<file path="src/rtl/fsm_trace_pkg.sv">
// Shared definitions for the FSM trace driver: controller state codes,
// default vector widths and the index-width helper.
package fsm_trace_pkg;

  localparam int unsigned DEF_IW = 2;
  localparam int unsigned DEF_OW = 2;

  typedef logic [2:0] state_t;

  localparam state_t ST_IDLE  = 3'd0;
  localparam state_t ST_DRST  = 3'd1;
  localparam state_t ST_APPLY = 3'd2;
  localparam state_t ST_WAIT  = 3'd3;
  localparam state_t ST_DONE  = 3'd4;

  // Width needed to index n entries; never narrower than one bit.
  function automatic int unsigned step_w(input int unsigned n);
    return (n > 1) ? $clog2(n) : 1;
  endfunction

endpackage

</file>
<file path="src/rtl/fsm_trace_mem.sv">
// Trace storage: one {stimulus, expected output} word per step,
// synchronous write port and asynchronous read port.
module fsm_trace_mem
  import fsm_trace_pkg::*;
#(
  parameter int unsigned DEPTH = 16,
  parameter int unsigned IW    = DEF_IW,
  parameter int unsigned OW    = DEF_OW
) (
  input  logic                       clk,
  input  logic                       i_we,
  input  logic [step_w(DEPTH)-1:0]   i_waddr,
  input  logic [IW-1:0]              i_wstim,
  input  logic [OW-1:0]              i_wexp,
  input  logic [step_w(DEPTH)-1:0]   i_raddr,
  output logic [IW-1:0]              o_rstim,
  output logic [OW-1:0]              o_rexp
);

  logic [IW+OW-1:0] r_mem [DEPTH];

  // NOTE: sequential state is always written with <= so every flop samples
  // the pre-edge values of its neighbours. The array is deliberately left
  // out of reset: a reset would turn it into DEPTH*(IW+OW) reset flops and
  // the trace contents must survive a controller reset anyway.
  always_ff @(posedge clk) begin
    if (i_we) begin
      r_mem[i_waddr] <= {i_wstim, i_wexp};
    end
  end

  assign {o_rstim, o_rexp} = r_mem[i_raddr];

endmodule

</file>
<file path="src/rtl/fsm_trace_driver.sv">
// Initiator for 2-in/2-out benchmark FSMs: replays a stored vector trace,
// samples the target output after each vector and scores it against a golden trace.
module fsm_trace_driver
  import fsm_trace_pkg::*;
#(
  parameter int unsigned DEPTH  = 16,
  parameter int unsigned IW     = DEF_IW,
  parameter int unsigned OW     = DEF_OW,
  parameter int unsigned SETTLE = 1
) (
  input  logic                       clk,
  input  logic                       rst,
  input  logic                       load_en,
  input  logic [$clog2(DEPTH)-1:0]   load_addr,
  input  logic [IW-1:0]              load_stim,
  input  logic [OW-1:0]              load_exp,
  input  logic [$clog2(DEPTH):0]     len,
  input  logic                       start,
  output logic                       busy,
  output logic                       done,
  output logic                       pass,
  output logic [$clog2(DEPTH)-1:0]   fail_idx,
  output logic [$clog2(DEPTH):0]     mism_cnt,
  output logic                       fsm_rst,
  output logic [IW-1:0]              fsm_in,
  input  logic [OW-1:0]              fsm_out
);

  localparam int unsigned AW = step_w(DEPTH);
  localparam int unsigned LW = AW + 1;
  localparam int unsigned WW = step_w(SETTLE);

  localparam logic [LW-1:0] LEN_MAX   = LW'(DEPTH);
  localparam logic [LW-1:0] MISM_MAX  = '1;
  localparam logic [WW-1:0] WAIT_INIT = WW'(SETTLE - 1);

  state_t          r_state;
  logic [AW-1:0]   r_idx;
  logic [AW-1:0]   r_last;
  logic [WW-1:0]   r_wait;
  logic            r_empty;
  logic            r_fsm_rst;
  logic [IW-1:0]   r_fsm_in;
  logic [OW-1:0]   r_exp;
  logic            r_pass;
  logic [AW-1:0]   r_fail_idx;
  logic [LW-1:0]   r_mism_cnt;

  logic            w_idle;
  logic            w_start_ok;
  logic            w_we;
  logic            w_last;
  logic            w_mismatch;
  logic [LW-1:0]   w_len_sat;
  logic [AW-1:0]   w_rd_addr;
  logic [IW-1:0]   w_rd_stim;
  logic [OW-1:0]   w_rd_exp;

  assign w_idle     = (r_state == ST_IDLE);
  assign w_start_ok = w_idle & start & ~load_en;
  assign w_we       = w_idle & load_en;
  assign w_len_sat  = (len > LEN_MAX) ? LEN_MAX : len;
  assign w_last     = (r_idx == r_last);
  assign w_mismatch = (fsm_out != r_exp);

  // The read port always looks one step ahead so the next vector and its
  // expected output are loaded on the same edge that begins the step.
  assign w_rd_addr  = (r_state == ST_DRST) ? '0 : r_idx + AW'(1);

  fsm_trace_mem #(
    .DEPTH (DEPTH),
    .IW    (IW),
    .OW    (OW)
  ) u_mem (
    .clk     (clk),
    .i_we    (w_we),
    .i_waddr (load_addr),
    .i_wstim (load_stim),
    .i_wexp  (load_exp),
    .i_raddr (w_rd_addr),
    .o_rstim (w_rd_stim),
    .o_rexp  (w_rd_exp)
  );

  always_ff @(posedge clk) begin
    if (rst) begin
      r_state    <= ST_IDLE;
      r_idx      <= '0;
      r_last     <= '0;
      r_wait     <= '0;
      r_empty    <= 1'b0;
      r_fsm_rst  <= 1'b1;
      r_fsm_in   <= '0;
      r_exp      <= '0;
      r_pass     <= 1'b0;
      r_fail_idx <= '0;
      r_mism_cnt <= '0;
    end else begin
      r_fsm_rst <= 1'b0;
      case (r_state)
        ST_IDLE: begin
          r_fsm_in <= '0;
          if (w_start_ok) begin
            r_pass     <= 1'b0;
            r_fail_idx <= '0;
            r_mism_cnt <= '0;
            r_empty    <= (w_len_sat == '0);
            r_last     <= AW'(w_len_sat - LW'(1));
            // An empty run still passes through DRST, keeping done timing
            // uniform, but the target is never reset for it.
            r_fsm_rst  <= (w_len_sat != '0);
            r_state    <= ST_DRST;
          end
        end

        ST_DRST: begin
          r_idx <= '0;
          if (r_empty) begin
            r_pass  <= 1'b1;
            r_state <= ST_DONE;
          end else begin
            r_fsm_in <= w_rd_stim;
            r_exp    <= w_rd_exp;
            r_state  <= ST_APPLY;
          end
        end

        ST_APPLY: begin
          r_wait  <= WAIT_INIT;
          r_state <= ST_WAIT;
        end

        ST_WAIT: begin
          if (r_wait != '0) begin
            r_wait <= r_wait - WW'(1);
          end else begin
            if (w_mismatch) begin
              if (r_mism_cnt == '0) begin
                r_fail_idx <= r_idx;
              end
              if (r_mism_cnt != MISM_MAX) begin
                r_mism_cnt <= r_mism_cnt + LW'(1);
              end
            end
            if (w_last) begin
              r_pass   <= (r_mism_cnt == '0) && !w_mismatch;
              r_fsm_in <= '0;
              r_state  <= ST_DONE;
            end else begin
              r_idx    <= r_idx + AW'(1);
              r_fsm_in <= w_rd_stim;
              r_exp    <= w_rd_exp;
              r_state  <= ST_APPLY;
            end
          end
        end

        ST_DONE: begin
          r_fsm_in <= '0;
          r_state  <= ST_IDLE;
        end

        default: begin
          r_state <= ST_IDLE;
        end
      endcase
    end
  end

  assign busy     = !w_idle;
  assign done     = (r_state == ST_DONE);
  assign pass     = r_pass;
  assign fail_idx = r_fail_idx;
  assign mism_cnt = r_mism_cnt;
  assign fsm_rst  = r_fsm_rst;
  assign fsm_in   = r_fsm_in;

endmodule

</file>
<file path="config.mk">
export PLATFORM = sky130hd
export DESIGN_NAME = fsm_trace_driver
export DESIGN_NICKNAME = d
export VERILOG_FILES = /design/src/rtl/fsm_trace_pkg.sv /design/src/rtl/fsm_trace_mem.sv /design/src/rtl/fsm_trace_driver.sv
export SDC_FILE = /design/constraint.sdc
export NUM_CORES = 1
export LEC_CHECK = 0
export ABC_CLOCK_PERIOD_IN_PS = 4000
export BUFFER_PORTS_ARGS = -buffer_cell sky130_fd_sc_hd__buf_2
export CORE_MARGIN = 1
export CORE_UTILIZATION = 55
export CTS_CLUSTER_SIZE = 40
export DETAILED_ROUTE_END_ITERATION = 16
export PLACE_DENSITY_LB_ADDON = 0.12
export SYNTH_ARGS = -nofsm -noshare
export SYNTH_HDL_FRONTEND = slang
export SYNTH_SLANG_ARGS = --single-unit
</file>
<file path="constraint.sdc">
create_clock -name clk -period 4 [get_ports clk]
set_clock_uncertainty 0.15 [all_clocks]
set_input_delay 0 -clock clk [delete_from_list [all_inputs] [get_ports clk]]
set_output_delay 0 -clock clk [all_outputs]
set_load 0.01 [all_outputs]
</file>
==> impl_metrics.py, run 1 <==
metrics = {
    "placement": {
        "place_congestion": 0.788,
        "io_buffers": 33,
        "hpwl_mm": 5.69,
        "place_ws_ps": 1310,
        "placed_cells": 465,
    },
    "timing": {
        "rsz0062_at_grt": "no",
        "slew_viol_final": 0,
        "max_freq_ghz": 0.357,
        "hold_viol": 0,
        "finalSetupTns_ps": 0,
        "tightest_slew_ps": 922,
        "setup_viol": 0,
        "period_share": 0.701,
        "layout_min_cycle_time_ps": 2800,
        "layout_setup_ws_ps": 1200,
        "max_slew_margin": 0.384,
    },
    "yosys": {
        "yosys_warnings": 0,
        "avgSynthCellArea_um2": 12.0,
        "synth_ff_type": "edfxtp_1",
        "ys_async_sr_fraction": 0,
        "synth_cell_type_count": 64,
        "ys_ff_latch": 91,
        "synth_cells": 350,
        "yosysSeqAreaShare": 0.584,
        "synth_nets": 374,
        "synth-edff-count": 64,
        "synth_area_mm2": 0.00422,
    },
    "floorplan": {
        "rows": 31,
        "fp.dieH_um": 89.5,
        "die_x_um": 89.5,
        "core_mm2": 0.00733,
        "initial_core_util": 0.575,
        "io_pins": 34,
        "die-area_mm2": 0.00802,
    },
    "grt": {
        "grt_max_degree": 32,
        "grt_util_all_layers": 0.235,
        "grt_overflow": 0,
        "grt_pass1_wl_mm": 13.4,
        "first_global_vias": 2677,
        "antenna_found_initial": 0,
    },
    "flow_run": {
        "maxCapViolCount": 0,
    },
    "clock_tree": {
        "cts_buffers": 9,
        "cts_sinks": 91,
        "clkTransAtPathRegs_ps": 90,
        "cts_resized": 0,
        "cts_root_buf": "clkbuf_8",
        "htree_levels": 3,
        "clk_latency_ps": 360,
        "cts_tree": "yes",
        "clockBufferDepth": 2,
    },
    "critical_path": {
        "critPathLaunch": "r_state[1]",
        "r2r_start": "r_state[1]",
        "crit_fanout": 9,
        "crit_type": "reg2reg",
        "r2r-end": "r_last[3]",
        "crit_path_start_kind": "register",
        "rr_worst_depth": 6,
        "cp.arrival_ps": 2900,
        "reg2reg_slack_ps": 1200,
        "cp.required_ps": 4100,
        "crit_path_end_kind": "register",
        "crit_end": "r_last[3]",
    },
    "detailed_routing": {
        "drt_first_iter_violations": 223,
        "drtAntennaViolNets": 0,
        "dr.pass1.iters": 4,
        "wl_per_cell_um": 17.1,
        "vias": 2843,
        "route.detailed.drc": 0,
        "vias_per_cell": 5.67,
        "routed_wl_mm": 8.59,
    },
    "finish": {
        "drive_gt1_frac": 0.174,
        "nFillCells": 563,
        "fin_cells": 501,
        "antennaDiodeCount": 0,
        "most-common-layout-cells": "edfxtp_1, nor2_1, buf_2",
        "nets": 421,
        "areaGrowthSynthToFinish_pct": 14.1,
        "final_common_cell": "edfxtp_1",
    },
    "pwr": {
        "power_density_mw_per_mm2": 390,
        "ir_worst_vdd_v": 0.000270,
        "leakage_uw": 0.00170,
        "total_power_uw": 1880,
    },
    "outcome": {
        "status": "finished, final reports clean",
    },
    "hold_path": {
        "hold_path.class": "in2reg",
    },
}
## critical path: stages (launching register included)
cell           delay (ps)
dfxtp_1               420
nor3_4                350
nand3b_2              250
nor3_1                280
dlygate4sd3_1         600
nor3_1                 60
dlygate4sd3_1         580
## cell type report
type	count	area (um2)	share of cell area
Clock buffer	9	124	0.0258
Clock inverter	7	97.6	0.0203
Inverter	9	33.8	0.00703
Multi-Input combinational cell	232	1590	0.332
Sequential cell	91	2460	0.512
Tap cell	99	124	0.0258
Timing Repair Buffer	54	373	0.0775
## worst min path at each step
stage / start / to / cells after the start
global route: load_en / r_state[0] / 4
global placement: len[2] / fsm_rst / 3
CTS: load_en / r_state[0] / 4
detailed placement: len[2] / fsm_rst / 3
floorplan: load_exp[0] / u_mem.r_mem[0][0] / 0
finish: load_en / r_state[0] / 4
## per-layer routing
metal	vias up	wire length (um)	global-route usage
met1	1364	3910	0.296
li1	1388	-	-
met4	0	191	0.104
met3	18	372	0.0554
met2	73	4120	0.386
met5	-	0	0
## cells in the mapped netlist (2+ instances only)
| cell | n | share of area |
|---|---|---|
| a211oi_1 | 4 | 0.0071 |
| a21oi_1 | 16 | 0.019 |
| a22oi_1 | 2 | 0.0036 |
| a311oi_1 | 4 | 0.0083 |
| and2_1 | 6 | 0.0089 |
| and3_1 | 2 | 0.0030 |
| buf_2 | 4 | 0.0047 |
| buf_4 | 6 | 0.011 |
| buf_6 | 4 | 0.011 |
| clkbuf_1 | 4 | 0.0036 |
| dfxtp_1 | 27 | 0.13 |
| edfxtp_1 | 64 | 0.46 |
| ha_1 | 5 | 0.015 |
| inv_1 | 9 | 0.0080 |
| mux2_2 | 4 | 0.011 |
| mux2i_1 | 17 | 0.040 |
| mux4_2 | 3 | 0.016 |
| nand2_1 | 21 | 0.019 |
| nand2b_1 | 6 | 0.0089 |
| nand3_1 | 8 | 0.0095 |
| nand3b_1 | 3 | 0.0053 |
| nor2_1 | 42 | 0.037 |
| nor2b_1 | 6 | 0.0089 |
| nor3_1 | 17 | 0.020 |
| nor4b_1 | 2 | 0.0042 |
| o2111ai_1 | 2 | 0.0042 |
| o211ai_1 | 4 | 0.0071 |
| o21ai_0 | 7 | 0.0083 |
| o21bai_1 | 2 | 0.0036 |
| o221ai_1 | 2 | 0.0042 |
| o31ai_1 | 2 | 0.0036 |
| or2_2 | 2 | 0.0030 |
| or3_1 | 3 | 0.0045 |
| xnor2_1 | 3 | 0.0062 |
| xnor2_2 | 2 | 0.0077 |
| xor2_1 | 7 | 0.015 |
## report_power, final
part / internal (uW) / leakage, uW / switching, uW
sequential: 1020 / 0.000797 / 12.0
combinational: 64.5 / 0.000791 / 89.9
clock: 355 / 0.000108 / 331
total: 1440 / 0.00170 / 433
## kinds of logic after synthesis
| kind of cell | share of synthesized area |
|---|---|
| buf+inv | 0.0377 |
| xor+xnor | 0.0324 |
| mux | 0.0671 |
| flops | 0.584 |
| fa+ha+maj | 0.0148 |
| simple gates | 0.156 |
| compound gates | 0.108 |
## metrics by stage
stage                     hold WS [ps]   util  cell area, um2
after CTS                         14.8  0.656            4810
after global routing              66.7  0.656            4810
after detailed placement           201  0.598            4390
after floorplan                  -51.1      -            4220
final                             26.1  0.656            4810
after global placement             184  0.598            4390
## flip-flops by register name (all words and copies together) (netlist names)
| name | flops |
|---|---|
| fsm_rst | 1 |
| r_empty | 1 |
| mism_cnt | 5 |
| fail_idx | 4 |
| fsm_in | 2 |
| r_exp | 2 |
| pass | 1 |
| r_idx | 4 |
| r_last | 4 |
| r_state | 3 |
| u_mem.r_mem | 64 |
## timing repair
action                     4_1_cts  5_1_grt
hold endpoints to repair       105        0
buffers inserted                 0        0
setup endpoints to repair        0        0
hold buffers                    20        0
No activity file was read; power rests on OpenSTA's default activity.
==> run 2, diff against run 1 <==
- ABC_AREA: not set -> 1
- ABC_CLOCK_PERIOD_IN_PS: 4000 -> 2500
- CORE_UTILIZATION: 55 -> 54
- clock period: 4 -> 2.5 ns (I/O delays scaled with it)
==> run 2 against run 1 <==
Net effect: clock-buffer cell count grew 1; cell count increased by 17%; fmax up 23%; core utilization decreased by 0.63 points; routed wire length grew 5.0%; sequential share of layout area rose by 0.23 points; global-route usage rose by 0.19 points; non-clock buffer count rose by 1; first-iteration DRC count is 37% lower.
==> impl_metrics.py, run 2 <==
metrics = {
    "grt": {
        "first_global_vias": 3061,
        "grt_util_all_layers": 0.237,
        "grt_overflow": 0,
        "grt_max_degree": 26,
        "antenna_found_initial": 0,
        "grt_pass1_wl_mm": 14.6,
    },
    "placement": {
        "place_congestion": 0.879,
        "io_buffers": 33,
        "hpwl_mm": 6.08,
        "placed_area_mm2": 0.00443,
    },
    "clock_tree": {
        "cts_root_buf": "clkbuf_8",
        "clkTransAtPathRegs_ps": 90,
        "htree_levels": 3,
        "cts_sinks": 91,
        "cts_buffers": 9,
        "clk_latency_ps": 360,
        "cts_tree": "yes",
        "clockBufferDepth": 2,
    },
    "floorplan": {
        "initial_core_util": 0.568,
        "core_mm2": 0.00737,
        "io_pins": 34,
        "die-area_mm2": 0.00810,
        "die_x_um": 90.0,
        "fp.dieH_um": 90.0,
        "rows": 31,
    },
    "flow_run": {
        "maxCapViolCount": 0,
    },
    "yosys": {
        "synth-xor-area-share": 0.0272,
        "synth_cells": 431,
        "yosysSeqAreaShare": 0.589,
        "synth_area_leaders": "edfxtp_1, dfxtp_1, nand3_1, nand2_1, nor2_1",
        "synth_top_area_cell": "edfxtp_1",
        "synth-simple-area-share": 0.261,
        "synth_top_family_by_area": "simple AND/OR/NAND/NOR gates",
        "synth_nets": 455,
        "yosys-top-cells-count": "nand2_1, nand3_1, edfxtp_1",
        "synth-edff-count": 64,
        "ys_async_sr_fraction": 0,
        "yosys_warnings": 0,
        "synth_top_area_share": 0.459,
        "synthMuxAreaShare": 0,
        "synthAdderAreaFrac": 0.0150,
        "synth_ff_type": "edfxtp_1",
        "synth.most_common_cell": "nand2_1",
        "synth_compound_area_frac": 0.0526,
        "synth_cell_type_count": 37,
        "ys_ff_latch": 91,
        "avgSynthCellArea_um2": 9.70,
        "synth_area_mm2": 0.00418,
    },
    "detailed_routing": {
        "drt_first_iter_violations": 141,
        "vias": 3196,
        "route.detailed.drc": 0,
        "dr.pass1.iters": 5,
        "routed-wl-met2_mm": 4.29,
        "vias_per_cell": 5.44,
        "wl_per_cell_um": 15.3,
        "drtAntennaViolNets": 0,
        "wl_met3_um": 482,
        "met1_length_mm": 3.99,
        "highest_layer": "met4",
        "routed_wl_mm": 9.02,
    },
    "critical_path": {
        "crit_fanout": 5,
        "crit_path_start_kind": "register",
        "critPathLaunch": "r_state[1]",
        "r2r_start": "r_state[1]",
        "crit_type": "reg2reg",
        "cp.required_ps": 2380,
        "crit_path_end_kind": "register",
        "cp.arrival_ps": 2160,
    },
    "finish": {
        "drive_gt1_frac": 0.151,
        "nFillCells": 616,
        "largest_register_ffs": 64,
        "postLayoutCellArea_mm2": 0.00479,
        "fin_util": 0.650,
        "areaGrowthSynthToFinish_pct": 14.4,
        "final_common_cell": "nand2_1",
        "antennaDiodeCount": 0,
        "regMostFlops": "u_mem.r_mem",
        "multi_input_area_mm2": 0.00150,
        "nets": 508,
        "ff_latch_area_mm2": 0.00246,
        "most-common-layout-cells": "nand2_1, nand3_1, edfxtp_1",
    },
    "timing": {
        "slew_viol_final": 0,
        "rsz0062_at_grt": "no",
        "period_share": 0.913,
        "setup_viol": 0,
        "max_freq_ghz": 0.438,
        "max_slew_margin": 0.685,
        "layout_min_cycle_time_ps": 2280,
        "finalSetupTns_ps": 0,
        "tightest_slew_ps": 472,
        "hold_viol": 0,
    },
    "pwr": {
        "power_density_mw_per_mm2": 607,
        "leakage_uw": 0.00192,
        "ir_worst_vdd_v": 0.000353,
    },
    "hold_path": {
        "hold_path.class": "in2reg",
        "hold_start": "fsm_out[1]",
    },
    "outcome": {
        "status": "finished, final reports clean",
    },
}
[run 2: worst paths after layout]
check                           slack, ps                end  cells past startpoint
worst max-delay path                  220  u_mem.r_mem[6][0]                      6
worst max register to register        220  u_mem.r_mem[6][0]                      6
worst min register to register        320        fail_idx[1]                      2
worst min-delay path                   20               pass                      6
[run 2: repair_timing]
action / CTS / global route
buffers inserted: 0 / 1
endpoints found under the hold margin: 88 / 0
resized for setup: 0 / 5
endpoints found under the setup margin: 0 / 1
hold buffers: 18 / 0
[run 2: final cells by class]
class                           count  share of cell area
Sequential cell                    91               0.514
Multi-Input combinational cell    285               0.314
Timing Repair Buffer               55              0.0779
Inverter                           42              0.0329
Clock buffer                       10              0.0267
Tap cell                           99              0.0259
Clock inverter                      6             0.00836
[run 2: layer usage]
layer | track usage | vias to the layer above
li1 | - | 1566
met1 | 0.306 | 1495
met2 | 0.380 | 113
met3 | 0.0491 | 22
met4 | 0.116 | 0
met5 | 0 | -
[run 2: cell families (layout without fill, tap and decap cells)]
group / Yosys count / after routing
xor gates and xnor gates: 10 / 10
adders and majority gates: 5 / 5
buffers and inverters: 55 / 113
DFF: 91 / 91
and+or+nand+nor: 231 / 231
AOI/OAI and AO/OA: 39 / 39
[run 2: critical path, stage by stage, from the launching register on]
cell,delay [ps]
dfxtp_1,350
or2_4,270
nor2_4,120
inv_1,70
nor2_1,320
nand3_1,290
nor2_1,380
[run 2: power by group]
| part | internal, uW | total (uW) | switching [uW] | leakage, uW |
|---|---|---|---|---|
| registers | 1650 | 1670 | 20.5 | 0.000797 |
| logic | 129 | 362 | 233 | 0.00104 |
| clock network | 359 | 875 | 515 | 0.0000763 |
[run 2: through the flow]
stage	worst slack (ps)	power (uW)	hold slack, ps	cells
detailed placement	302	2030	188	554
floorplan	681	1930	-51.1	431
finish	217	2910	23.8	588
CTS	53.6	2920	22.1	588
global route	108	3020	81.5	588
global placement	348	2030	188	554
==> run 3, diff against run 2 <==
- ABC_CLOCK_PERIOD_IN_PS: 2500 -> 2700
- CORE_UTILIZATION: 54 -> 55
- clock period: 2.5 -> 2.7 ns (I/O delays scaled with it)
==> run 3 against run 2 <==
Net effect: sequential power shrank 7%; via count fell by 2.1%; clock-buffer cell count is 1 lower; final area shrank 0.50%; clock power shrank 5.3%; non-clock buffer count decreased by 2; first-iteration DRC count shrank 7.8%; largest cell class unchanged; largest power group unchanged; highest routed layer unchanged.
==> impl_metrics.py, run 3 (synthesized netlist as in run 2, its figures left out) <==
metrics = {
    "outcome": {
        "status": "finished, final reports clean",
    },
    "detailed_routing": {
        "routed_wl_mm": 8.81,
        "drtAntennaViolNets": 0,
        "dr.pass1.iters": 4,
        "vias_per_cell": 5.35,
        "route.detailed.drc": 0,
        "vias": 3128,
        "wl_per_cell_um": 15.1,
        "drt_first_iter_violations": 130,
    },
    "clock_tree": {
        "clockBufferDepth": 2,
        "clk_latency_ps": 360,
        "cts_tree": "yes",
        "cts_buffers": 9,
        "cts_resized": 0,
        "htree_levels": 3,
        "clkTransAtPathRegs_ps": 90,
        "cts_sinks": 91,
        "cts_root_buf": "clkbuf_8",
    },
    "finish": {
        "fin_util": 0.653,
        "regMostFlops": "u_mem.r_mem",
        "nets": 506,
        "areaGrowthSynthToFinish_pct": 13.9,
        "most-common-layout-cells": "nand2_1, nand3_1, edfxtp_1",
        "final_common_cell": "nand2_1",
        "drive_gt1_frac": 0.138,
        "postLayoutCellArea_mm2": 0.00476,
        "antennaDiodeCount": 0,
        "largest_register_ffs": 64,
    },
    "floorplan": {
        "initial_core_util": 0.574,
        "die_x_um": 89.2,
        "fp.dieH_um": 89.2,
        "io_pins": 34,
        "rows": 31,
        "core_mm2": 0.00729,
        "die-area_mm2": 0.00796,
    },
    "hold_path": {
        "hold_start": "fsm_out[1]",
        "hold_path.class": "in2reg",
    },
    "pwr": {
        "leakage_uw": 0.00191,
        "total_power_uw": 2700,
        "ir_worst_vdd_v": 0.000401,
        "power_density_mw_per_mm2": 567,
    },
    "timing": {
        "hold_slack_ps": 35.9,
        "setup_viol": 0,
        "layout_min_cycle_time_ps": 2580,
        "period_share": 0.957,
        "max_slew_margin": 0.642,
        "finalSetupTns_ps": 0,
        "max_freq_ghz": 0.387,
        "tightest_slew_ps": 535,
        "slew_viol_final": 0,
        "rsz0062_at_grt": "no",
        "hold_viol": 0,
    },
    "critical_path": {
        "crit_type": "in2reg",
        "cp.required_ps": 2800,
        "r2r_start": "r_state[2]",
        "critPathLaunch": "len[2]",
        "crit_fanout": 3,
        "cp.arrival_ps": 2690,
        "crit_path_start_kind": "input port",
        "crit_path_end_kind": "register",
    },
    "grt": {
        "grt_overflow": 0,
        "grt_max_degree": 32,
        "grt_pass1_wl_mm": 13.5,
        "antenna_found_initial": 0,
        "grt_util_all_layers": 0.238,
        "first_global_vias": 2781,
    },
    "placement": {
        "hpwl_mm": 5.92,
        "place_congestion": 0.814,
        "io_buffers": 33,
        "placed_area_mm2": 0.00441,
    },
    "flow_run": {
        "maxCapViolCount": 0,
    },
}
## run 3: cell count changes in the layout (fill, tap and decap cells not counted), sizes merged
| cell | previous run | this run |
|---|---|---|
| inv | 42 | 44 |
| clkbuf | 10 | 9 |
| clkinvlp | 3 | 1 |
| buf | 38 | 35 |
| dlygate4sd3 | 17 | 18 |
## run 3: power by group
| group | internal, uW | switching [uW] | leakage (uW) |
|---|---|---|---|
| combinational | 117 | 211 | 0.00103 |
| clock | 341 | 488 | 0.0000857 |
| sequential | 1530 | 19.5 | 0.000797 |
## run 3: layout make-up
class,count,area (um2)
inverters,42,158
repair buffers,53,360
multi-input cells,285,1490
flip-flops and latches,91,2460
well taps,99,124
fillers,657,2530
clock inverters,6,48.8
clock buffers,9,124
## run 3: layer usage
layer	track usage	wire [um]	part of all wire	vias up
met5	0	0	0	-
met4	0.0722	133	0.015	0
met3	0.0656	458	0.052	12
met2	0.403	4340	0.49	93
met1	0.299	3870	0.44	1462
li1	-	-	-	1561
## run 3: critical path, stage by stage
cell and delay (ps):
dlygate4sd3_1 530, buf_2 130, nor2_1 130, nand2_1 90
a21oi_1 170, inv_1 70, ha_1 210, nand3_1 80
dlygate4sd3_1 540, nand2_1 50, dlygate4sd3_1 550, nand2_1 80
a21oi_1 50
## run 3: repair_timing
action | 4_1_cts | 5_1_grt
hold buffers | 18 | 0
setup buffers | 0 | 0
hold endpoints to repair | 88 | 0
## run 3: final timing paths
path              depth (start not counted)  slack [ps]     endpoint
setup / recovery                         13         120      r_empty
hold / removal                            6          40         pass
setup reg to reg                         12         380     r_exp[1]
hold reg to reg                           2         320  fail_idx[3]
## run 3: metrics by stage
stage,cells,setup slack (ps)
6_report,585,116
5_1_grt,585,18.6
4_1_cts,585,166
3_5_place_dp,552,412
3_3_place_gp,552,411
2_1_floorplan,431,881
